$ cat src/rtl/joystick_cursor_nav_pkg.sv
// Shared LCD constants, cursor/command types and the DDRAM command helper.
// The LCD_* values are common with the I2C LCD driver (same values as lcd_defs.vh).
package joystick_cursor_nav_pkg;

  localparam logic [7:0]  LCD_CMD_SET_DDRAM = 8'h80;
  localparam logic [7:0]  LCD_ROW1_BASE     = 8'h40;
  localparam int unsigned LCD_COLS          = 16;
  localparam int unsigned LCD_ROWS          = 2;

  localparam int unsigned CMD_W = 8;
  localparam int unsigned COL_W = 4;

  typedef enum logic {
    ST_IDLE = 1'b0,
    ST_SEND = 1'b1
  } cmd_state_e;

  typedef struct packed {
    logic             row;
    logic [COL_W-1:0] col;
  } cursor_pos_t;

  // Build the "set DDRAM address" command byte for a cursor position.
  function automatic logic [CMD_W-1:0] ddram_cmd(input cursor_pos_t pos,
                                                 input logic [CMD_W-1:0] row1_base);
    logic [CMD_W-1:0] addr;
    addr = (pos.row ? row1_base : 8'h00) + {4'h0, pos.col};
    return LCD_CMD_SET_DDRAM | addr;
  endfunction

endpackage

$ cat src/rtl/joystick_cursor_nav_if.sv
// Valid/ready command channel toward the I2C LCD command path.
//   cmd_valid : command byte on cmd_data is valid (master drives)
//   cmd_data  : LCD command byte (master drives)
//   cmd_ready : sink accepts cmd_data this cycle (slave drives)
interface joystick_cursor_nav_if;
  import joystick_cursor_nav_pkg::*;

  logic             cmd_valid;
  logic [CMD_W-1:0] cmd_data;
  logic             cmd_ready;

  modport master (output cmd_valid, output cmd_data, input cmd_ready);
  modport slave  (input cmd_valid, input cmd_data, output cmd_ready);
endinterface

$ cat src/rtl/joystick_cursor_nav_lockout_timer.sv
// nav_lockout_timer: post-move lockout down-counter.
//   clk_1MHz : clock
//   rst_n    : async active-low reset
//   load     : start a lockout window (loads LOCKOUT_CYCLES-1)
//   busy_c   : counter non-zero, new moves must be ignored
// LOCKOUT_CYCLES=1 loads zero, so there is effectively no lockout.
module nav_lockout_timer #(
  parameter int unsigned LOCKOUT_CYCLES = 200000
) (
  input  logic clk_1MHz,
  input  logic rst_n,
  input  logic load,
  output logic busy_c
);

  localparam int unsigned CNT_W = (LOCKOUT_CYCLES > 1) ? $clog2(LOCKOUT_CYCLES) : 1;
  localparam logic [CNT_W-1:0] LOAD_VAL = CNT_W'(LOCKOUT_CYCLES - 1);

  logic [CNT_W-1:0] cnt_q;
  logic [CNT_W-1:0] cnt_d;

  // Load on accept, otherwise count down and park at zero.
  always_comb begin
    cnt_d = cnt_q;
    if (load) begin
      cnt_d = LOAD_VAL;
    end else if (cnt_q != '0) begin
      cnt_d = cnt_q - CNT_W'(1);
    end
  end

  always_ff @(posedge clk_1MHz or negedge rst_n) begin
    if (!rst_n) begin
      cnt_q <= '0;
    end else begin
      cnt_q <= cnt_d;
    end
  end

  assign busy_c = (cnt_q != '0);

endmodule

$ cat src/rtl/joystick_cursor_nav.sv
// joystick_cursor_nav: turns joystick direction pulses into a cursor position on
// a character LCD and emits a "set DDRAM address" command for every change.
//   clk_1MHz, rst_n          : clock, async active-low reset
//   joy_up/down/left/right   : one-cycle direction pulses (priority up>down>left>right)
//   cmd_if (master)          : cmd_valid/cmd_data out, cmd_ready in
//   cur_row, cur_col         : current cursor position
//   move_evt                 : one-cycle pulse when the position changed
module joystick_cursor_nav
  import joystick_cursor_nav_pkg::*;
#(
  parameter int unsigned      COLS           = LCD_COLS,
  parameter int unsigned      ROWS           = LCD_ROWS,
  parameter int unsigned      WRAP           = 1,
  parameter int unsigned      LOCKOUT_CYCLES = 200000,
  parameter logic [CMD_W-1:0] ROW1_BASE      = LCD_ROW1_BASE
) (
  input  logic                 clk_1MHz,
  input  logic                 rst_n,
  input  logic                 joy_up,
  input  logic                 joy_down,
  input  logic                 joy_left,
  input  logic                 joy_right,
  joystick_cursor_nav_if.master cmd_if,
  output logic                 cur_row,
  output logic [COL_W-1:0]     cur_col,
  output logic                 move_evt
);

  localparam logic [COL_W-1:0] COL_MAX = COL_W'(COLS - 1);
  localparam logic             ROW_MAX = 1'(ROWS - 1);
  localparam logic             WRAP_EN = (WRAP != 0);

  cmd_state_e       state_q, state_d;
  logic             row_q, row_d;
  logic [COL_W-1:0] col_q, col_d;
  logic             move_evt_q, move_evt_d;
  logic             dirty_q, dirty_d;
  logic             cmd_valid_q, cmd_valid_d;
  logic [CMD_W-1:0] cmd_data_q, cmd_data_d;

  logic             busy_c;
  logic             any_pulse_c;
  logic             accept_c;
  logic             moved_c;
  logic             nxt_row_c;
  logic [COL_W-1:0] nxt_col_c;
  cursor_pos_t      pos_c;

  nav_lockout_timer #(
    .LOCKOUT_CYCLES (LOCKOUT_CYCLES)
  ) u_lockout (
    .clk_1MHz (clk_1MHz),
    .rst_n    (rst_n),
    .load     (accept_c),
    .busy_c   (busy_c)
  );

  assign any_pulse_c = joy_up | joy_down | joy_left | joy_right;
  assign accept_c    = any_pulse_c & ~busy_c;

  // Candidate position for the highest-priority pulse; edges wrap or saturate.
  always_comb begin
    nxt_row_c = row_q;
    nxt_col_c = col_q;
    if (joy_up) begin
      if (row_q == 1'b0) nxt_row_c = WRAP_EN ? ROW_MAX : row_q;
      else               nxt_row_c = row_q - 1'b1;
    end else if (joy_down) begin
      if (row_q == ROW_MAX) nxt_row_c = WRAP_EN ? 1'b0 : row_q;
      else                  nxt_row_c = row_q + 1'b1;
    end else if (joy_left) begin
      if (col_q == '0) nxt_col_c = WRAP_EN ? COL_MAX : col_q;
      else             nxt_col_c = col_q - COL_W'(1);
    end else if (joy_right) begin
      if (col_q == COL_MAX) nxt_col_c = WRAP_EN ? '0 : col_q;
      else                  nxt_col_c = col_q + COL_W'(1);
    end
  end

  // A blocked move still starts a lockout but changes nothing else.
  assign moved_c = accept_c & ({nxt_row_c, nxt_col_c} != {row_q, col_q});

  always_comb begin
    row_d      = row_q;
    col_d      = col_q;
    move_evt_d = 1'b0;
    if (accept_c) begin
      row_d      = nxt_row_c;
      col_d      = nxt_col_c;
      move_evt_d = moved_c;
    end
  end

  assign pos_c = '{row: row_q, col: col_q};

  // Command FSM: state register.
  always_ff @(posedge clk_1MHz or negedge rst_n) begin
    if (!rst_n) begin
      state_q <= ST_IDLE;
    end else begin
      state_q <= state_d;
    end
  end

  // Command FSM: next state.
  always_comb begin
    state_d = state_q;
    case (state_q)
      ST_IDLE: if (dirty_q)          state_d = ST_SEND;
      ST_SEND: if (cmd_if.cmd_ready) state_d = ST_IDLE;
      default:                       state_d = ST_IDLE;
    endcase
  end

  // Command FSM: outputs. A move in the same cycle as a latch or handshake
  // keeps dirty set so the newest position is always sent afterwards.
  always_comb begin
    cmd_valid_d = cmd_valid_q;
    cmd_data_d  = cmd_data_q;
    dirty_d     = dirty_q;
    case (state_q)
      ST_IDLE: begin
        if (dirty_q) begin
          cmd_valid_d = 1'b1;
          cmd_data_d  = ddram_cmd(pos_c, ROW1_BASE);
          dirty_d     = 1'b0;
        end
      end
      ST_SEND: begin
        if (cmd_if.cmd_ready) cmd_valid_d = 1'b0;
      end
      default: begin
        cmd_valid_d = 1'b0;
      end
    endcase
    if (moved_c) dirty_d = 1'b1;
  end

  // Position, event and command registers.
  always_ff @(posedge clk_1MHz or negedge rst_n) begin
    if (!rst_n) begin
      row_q       <= 1'b0;
      col_q       <= '0;
      move_evt_q  <= 1'b0;
      dirty_q     <= 1'b0;
      cmd_valid_q <= 1'b0;
      cmd_data_q  <= LCD_CMD_SET_DDRAM;
    end else begin
      row_q       <= row_d;
      col_q       <= col_d;
      move_evt_q  <= move_evt_d;
      dirty_q     <= dirty_d;
      cmd_valid_q <= cmd_valid_d;
      cmd_data_q  <= cmd_data_d;
    end
  end

  assign cur_row          = row_q;
  assign cur_col          = col_q;
  assign move_evt         = move_evt_q;
  assign cmd_if.cmd_valid = cmd_valid_q;
  assign cmd_if.cmd_data  = cmd_data_q;

endmodule
$ cat src/flat_wrapper.sv
// flat-port wrapper written by rule: the top's interface ports become plain ports
module joystick_cursor_nav_flat import joystick_cursor_nav_pkg::*;
#(
  parameter int unsigned      COLS           = LCD_COLS,
  parameter int unsigned      ROWS           = LCD_ROWS,
  parameter int unsigned      WRAP           = 1,
  parameter int unsigned      LOCKOUT_CYCLES = 200000,
  parameter logic [CMD_W-1:0] ROW1_BASE      = LCD_ROW1_BASE
)
  (clk_1MHz, rst_n, joy_up, joy_down, joy_left, joy_right, cur_row, cur_col, move_evt, cmd_if_cmd_valid, cmd_if_cmd_data, cmd_if_cmd_ready);
  joystick_cursor_nav_if cmd_if_i ();
  input  logic clk_1MHz;
  input  logic rst_n;
  input  logic joy_up;
  input  logic joy_down;
  input  logic joy_left;
  input  logic joy_right;
  output logic cur_row;
  output logic [COL_W-1:0] cur_col;
  output logic move_evt;
  output wire logic [$bits(cmd_if_i.cmd_valid)-1:0] cmd_if_cmd_valid;
  output wire logic [$bits(cmd_if_i.cmd_data)-1:0] cmd_if_cmd_data;
  input wire logic [$bits(cmd_if_i.cmd_ready)-1:0] cmd_if_cmd_ready;
  assign cmd_if_cmd_valid = cmd_if_i.cmd_valid;
  assign cmd_if_cmd_data = cmd_if_i.cmd_data;
  assign cmd_if_i.cmd_ready = cmd_if_cmd_ready;
  joystick_cursor_nav #(.COLS(COLS), .ROWS(ROWS), .WRAP(WRAP), .LOCKOUT_CYCLES(LOCKOUT_CYCLES), .ROW1_BASE(ROW1_BASE)) u_core (.clk_1MHz(clk_1MHz), .rst_n(rst_n), .joy_up(joy_up), .joy_down(joy_down), .joy_left(joy_left), .joy_right(joy_right), .cmd_if(cmd_if_i), .cur_row(cur_row), .cur_col(cur_col), .move_evt(move_evt));
endmodule
$ cat config.mk
export PLATFORM = sky130hd
export DESIGN_NAME = joystick_cursor_nav_flat
export DESIGN_NICKNAME = d
export VERILOG_FILES = /design/src/rtl/joystick_cursor_nav_pkg.sv /design/src/rtl/joystick_cursor_nav_if.sv /design/src/rtl/joystick_cursor_nav_lockout_timer.sv /design/src/rtl/joystick_cursor_nav.sv /design/src/flat_wrapper.sv
export SDC_FILE = /design/constraint.sdc
export NUM_CORES = 1
export LEC_CHECK = 0
export ABC_AREA = 1
export CAP_MARGIN = 20
export CORE_MARGIN = 2
export CORE_UTILIZATION = 50
export CTS_CLUSTER_SIZE = 16
export DETAILED_ROUTE_END_ITERATION = 7
export HOLD_SLACK_MARGIN = 0.05
export PLACE_DENSITY_LB_ADDON = 0.3
export SKIP_CTS_REPAIR_TIMING = 1
export SYNTH_ARGS = -nofsm -noshare
export SYNTH_HDL_FRONTEND = slang
export SYNTH_SLANG_ARGS = --single-unit
$ cat constraint.sdc
create_clock -name clk_1MHz -period 1.52 [get_ports clk_1MHz]
set_clock_uncertainty 0.05 [all_clocks]
set_input_delay 0.304 -clock clk_1MHz [delete_from_list [all_inputs] [get_ports clk_1MHz]]
set_output_delay 0.304 -clock clk_1MHz [all_outputs]
set_load 0.1 [all_outputs]
# ---- After elaboration in Yosys (flattened, before gate mapping)
# Cells that the tools add are included.
dict set report classes {
  n_addsub 6
  eq_ne 5
  mux 22
  bitwise_logic 7
  n_reduce_logical 5
}
# operator n
set op_table {}
lappend op_table {{2-to-1 mux 18 bit} 2}
lappend op_table {{2-to-1 mux 4 bit} 6}
lappend op_table {{nonzero test 18 bit} 1}
lappend op_table {{subtractor 18 x 1 -> 18 bit, second input constant} 1}
lappend op_table {{2-to-1 mux 1 bit} 11}
lappend op_table {{adder 7 x 4 -> 7 bit} 1}
lappend op_table {{2-to-1 mux 7 bit} 1}
lappend op_table {{!= test 5 bit} 1}
lappend op_table {{adder 4 x 1 -> 4 bit, second input constant} 1}
lappend op_table {{== test 4 bit, second input constant} 1}
lappend op_table {{logical NOT 4 bit} 1}
lappend op_table {{!= test 2 bit, second input constant} 2}
lappend op_table {{case mux 1 bit (2 select lines)} 2}
lappend op_table {{AND reduction 2 bit} 2}
lappend op_table {{subtractor 4 x 1 -> 4 bit, second input constant} 1}
lappend op_table {{bitwise OR 1 bit} 3}
lappend op_table {{AND 1 bit} 2}
lappend op_table {{!= test 2 x 1 -> 1 bit, second input constant} 1}
lappend op_table {{inverter 1 bit} 2}
lappend op_table {{nonzero test 2 bit} 1}
lappend op_table {{adder 1 bit, second input constant} 1}
lappend op_table {{subtractor 1 bit, second input constant} 1}
dict set report totals {
  ff_bits 34
  inputBits 7
  output_inout_bits 15
}

# ---- Logic depth before layout (Yosys ltp)
dict set report depth {
  depth_word 9
  ltp_mapped 10
}

# ---- Cells and area by module
# A second synthesis with hierarchy kept.
dict set report hier_totals {
  cells_unflattened 249
  area_unflattened_um2 1858.0
}
# module instances cells_each area_per_inst_um2 seq_area_each_um2
set by_module_without_submodules {}
lappend by_module_without_submodules {nav_lockout_timer 1 158 1107.3 450.4}
lappend by_module_without_submodules {joystick_cursor_nav 1 91 750.7 350.3}

# ---- Least setup slack after synthesis
# No wires, ideal clock.
dict set report synth_path {
  path_kind {flip-flop to flip-flop}
  startpoint {register u_core.col_q[0], in the netlist u_core.cur_col[0]}
  endpoint {register u_core.col_q[1], in the netlist u_core.cur_col[1]}
  t_arrival_ps 2084
  required_ps 1343
  slack_ps -741
  stages_incl_launch_ff 8
  period_less_slack_ps 2261
  cell_sequence {dfrtp_1 > inv_1 > ha_1 > or2_2 > nand3_1 > o21ai_0 > nand2_1 > o21ai_1}
}
dict set report synth_between {
  elab_chain_cells 6
  elab_cells_between_ends 10
  classes_between {2 x add/sub; 1 x eq/ne; 6 x mux; 1 x reduce/logical}
}
# element line_no
set synth_lines {}
lappend synth_lines {{from (decl)} joystick_cursor_nav.sv:35} ;# logic [COL_W-1:0] col_q, col_d;
lappend synth_lines {{from (signal assigned)} joystick_cursor_nav.sv:150} ;# col_q <= col_d;
lappend synth_lines {{adder 4 x 1 -> 4 bit / == test 4 bit (equally long branches)} {joystick_cursor_nav.sv:76, joystick_cursor_nav.sv:75}}
lappend synth_lines {{2-to-1 mux 4 bit} joystick_cursor_nav.sv:75} ;# if (col_q == COL_MAX) nxt_col_c = WRAP_EN ? '0 : col_q;
lappend synth_lines {{2-to-1 mux 4 bit} joystick_cursor_nav.sv:74} ;# end else if (joy_right) begin
lappend synth_lines {{2-to-1 mux 4 bit *} joystick_cursor_nav.sv:71} ;# end else if (joy_left) begin
lappend synth_lines {{2-to-1 mux 4 bit *} joystick_cursor_nav.sv:68} ;# end else if (joy_down) begin
lappend synth_lines {{2-to-1 mux 4 bit *} joystick_cursor_nav.sv:65} ;# if (joy_up) begin
# Mark *: on every way between the ends. The rest lies on a longest branch, timed or not.
# A chain may end at the register's enable or synchronous reset.

# ---- Final worst setup path
dict set report layout_path {
  startpoint {register u_core.u_lockout.cnt_q[4]}
  endpoint {register u_core.col_q[2], in the netlist u_core.cur_col[2]}
}
dict set report layout_between {
  elab_chain_cells 3
}
# element line_no
set layout_lines {}
lappend layout_lines {{from (decl)} joystick_cursor_nav_lockout_timer.sv:19} ;# logic [CNT_W-1:0] cnt_q;
lappend layout_lines {{from (signal assigned)} joystick_cursor_nav_lockout_timer.sv:36} ;# cnt_q <= cnt_d;
lappend layout_lines {{nonzero test 18 bit} joystick_cursor_nav_lockout_timer.sv:40} ;# assign busy_c = (cnt_q != '0);
lappend layout_lines {{inverter 1 bit} joystick_cursor_nav.sv:59} ;# assign accept_c = any_pulse_c & ~busy_c;
lappend layout_lines {{AND 1 bit} joystick_cursor_nav.sv:59}
# Every way passes these cells.

==> metrics <==
run status=finished, violations left; failing checks=setup timing; largest family of logic cells by synthesized area=simple AND/OR/NAND/NOR gates; Final ANT Viol Nets=0; worst setup path category=reg2reg; crit path capture type=register; Die Span X=65.2 µm; Total Wirelength=5700 µm; Tot Pwr=1.87 mW; final core occ=79.6%; H-tree Lvls=2; Starting Density=51.5%; Via Count=1,978; vias per cell=5.56; Placement Setup Slack=-0.302 ns; hold violation total from the final report=0; initial antenna violation count=0; Setup crit start kind=register; critical path's slowest cell=dfrtp_1; GPL Wtd Cong=0.795; Crit path arrival time=1.79 ns; critical path's largest stage delay=0.40 ns; mux share of post-synthesis cell area=0.534%; vias in the first global route=1,801; Synth Cell Area=1870 µm²; P per Cell Area=647 nW/µm²; First DRT Iteration DRCs=196; met2 GRT Util=40.4%; final setup margin=-0.146 ns; met3 Use GR=5.14%; most used routing layer=met2; Internal=1.33 mW; Die ar.=4250 µm²; commonest cells after routing, fill and taps aside=nand2_1 (52), buf_4 (39), dfrtp_1 (27); first-pass GRT wire length=7730 µm; cell count after synthesis=242; fmax=0.600 GHz; flops & latches, synth=32; GRT met1 Usage=28.9%; Area contributors post-synth=dfrtp_1 (43%), nand2_1 (12%), inv_1 (5.8%); Synth area leader=dfrtp_1; Synth Area in Adders=2.00%; root buffer cell=clkbuf_8; GRT Util Overall=23.6%; nets@finish=317; Clk network pwr share=36.9%; PortBufs=18; WP data required=1.65 ns; fin. max-slew vios=0; Worst VDD drop=0.686 mV; P&R area growth vs syn=54.4%; worst min path class=in2async; pin count of the biggest net entering global routing=33; I/O Pins=22; Max Cap Viol=0; Final Cycle Share=110%; Synth Area in Simple Gates=34.7%; GR Overflow Total=0; TritonCTS clock tree=done; share of cells above drive strength 1=41.9%; DRC viols=0; commonest non-fill, non-tap cell in the layout=nand2_1; Clock Pin Slew Worst Setup and Hold Paths=0.07 ns; Sw Ratio=29.1%; Clock Tree Buf Depth=2; Worst-Skew Late Latency=0.29 ns; Register Area=812 µm²; Avg Cell Area, Syn=7.74 µm²; clock sinks=32; Die Y=65.2 µm; Synth Area in Compound Gates=8.08%; total core area=3630 µm²; Critical Path, Cell by Cell=nor2_2 > buf_4 > nand3_2 > nor2_4 > nand3_4 > nor2_4 > nand3_2 > nand2_1 > nand2_1; RSZ-0062 raised after global routing=yes; DPL Wire Length=3430 µm; Seq/Total Area, Yosys=42.8%; CTS Buf Count=5; min Tclk post-route=1.67 ns; P_leak=1.33 nW; worst-path maximum fanout=4; 1st-pass router iterations=4; Synthesis Warnings=0; top cell type's share of synthesized area=42.8%; final setup violating endpoints=18; combinational group share of total power=15.9%; routed wire length per instance=16.0 µm; multi-input logic area=1140 µm²; net switching power=0.545 mW; ANT cells=0; Row Count=22; Synth Area in XOR/XNOR=2.81%; Seq pwr share=47.1%; FILL cells=217; synth unique cells=30
==> synthesized netlist by cell type, drive strengths merged <==
library cell   n
xor2           2
nor3           4
nand2         60
a211oi         1
a21oi          4
ha             3
o21ai         21
buf            4
conb           2
mux2i          1
inv           31
clkinv         1
a31oi          3
dfrtp         32
nand4          8
nand3         21
xnor2          4
or2            2
nor2          37
clkbuf         1
==> power by group through the flow <==
| stage | clock network, mW | registers (mW) | logic, mW |
|---|---|---|---|
| 5_1_grt | 0.739 | 0.882 | 0.311 |
| 4_1_cts | 0.694 | 0.882 | 0.297 |
| 2_1_floorplan | 0 | 0.999 | 0.0674 |
| 3_5_place_dp | 0 | 0.898 | 0.297 |
| 3_3_place_gp | 0 | 0.899 | 0.292 |
| 6_report | 0.691 | 0.882 | 0.298 |
==> sequential cells by signal, summed over array words and instances, names as in the netlist <==
| name | cells |
|---|---|
| u_core.u_lockout.cnt_q | 18 |
| u_core.cmd_if.cmd_data | 5 |
| u_core.state_q | 1 |
| u_core.cmd_if.cmd_valid | 1 |
| u_core.cur_col | 4 |
| u_core.dirty_q | 1 |
| u_core.move_evt | 1 |
| u_core.cur_row | 1 |
==> cells by family (layout without fill, tap and decap cells) <==
family                   Yosys count  in the layout
AND/OR/NAND/NOR                  132            132
buffers and inverters             37            102
flip-flops                        32             32
AO/OA/AOI/OAI                     29             29
XOR/XNOR                           6              6
adder cells (fa/ha/maj)            3              3
other                              2              3
multiplexers                       1              1
==> cell type report <==
class / count / area share, %
multi-input cells: 174 / 39.4
flip-flops and latches: 32 / 28.1
repair buffers: 61 / 22.4
inverters: 32 / 4.67
clock buffers: 6 / 2.85
well taps: 48 / 2.08
clock inverters: 2 / 0.346
repair inverters: 1 / 0.173
==> layer usage <==
metal	share of wire (%)	wire (µm)	vias up
met1	38	2140	941
met4	4.9	282	0
li1	-	-	908
met2	52	2950	94
met5	0	0	-
met3	5.6	322	35
==> worst max-delay path, delay by kind of cell, from the launching register on <==
family	cells	cell delay, ns
buffers and inverters	1	0.13
DFF	1	0.40
and+or+nand+nor	8	0.98
==> worst paths after layout <==
| path | startpoint | endpoint | slack [ns] | depth (start not counted) |
|---|---|---|---|---|
| max in group asynchronous | rst_n | u_core.cur_col[0]$_DFFE_PN0P_ | 0.88 | 2 |
| setup / recovery | u_core.u_lockout.cnt_q[4]$_DFFE_PN0P_ | u_core.cur_col[2]$_DFFE_PN0P_ | -0.15 | 9 |
| hold / removal | rst_n | u_core.cmd_if.cmd_data[1]$_DFFE_PN0P_ | 0.34 | 2 |
| setup reg to reg | u_core.u_lockout.cnt_q[4]$_DFFE_PN0P_ | u_core.cur_col[2]$_DFFE_PN0P_ | -0.15 | 9 |
| hold reg to reg | u_core.state_q$_DFF_PN0_ | u_core.cmd_if.cmd_valid$_DFFE_PN0P_ | 0.39 | 1 |
| min in group clk_1MHz | u_core.state_q$_DFF_PN0_ | u_core.cmd_if.cmd_valid$_DFFE_PN0P_ | 0.39 | 1 |
==> through the flow <==
stage / hold WS, ns / area (µm²) / setup TNS, ns / std cells
after floorplan: -0.0416 / 1930 / -0.0587 / 243
after global placement: 0.379 / 2540 / -4.39 / 340
after detailed placement: 0.385 / 2540 / -5.13 / 340
after CTS: 0.352 / 2630 / -0.466 / 348
after global routing: 0.368 / 2890 / -1.99 / 356
final: 0.343 / 2890 / -0.936 / 356
Note: power is estimated with default switching activity, not from simulation.
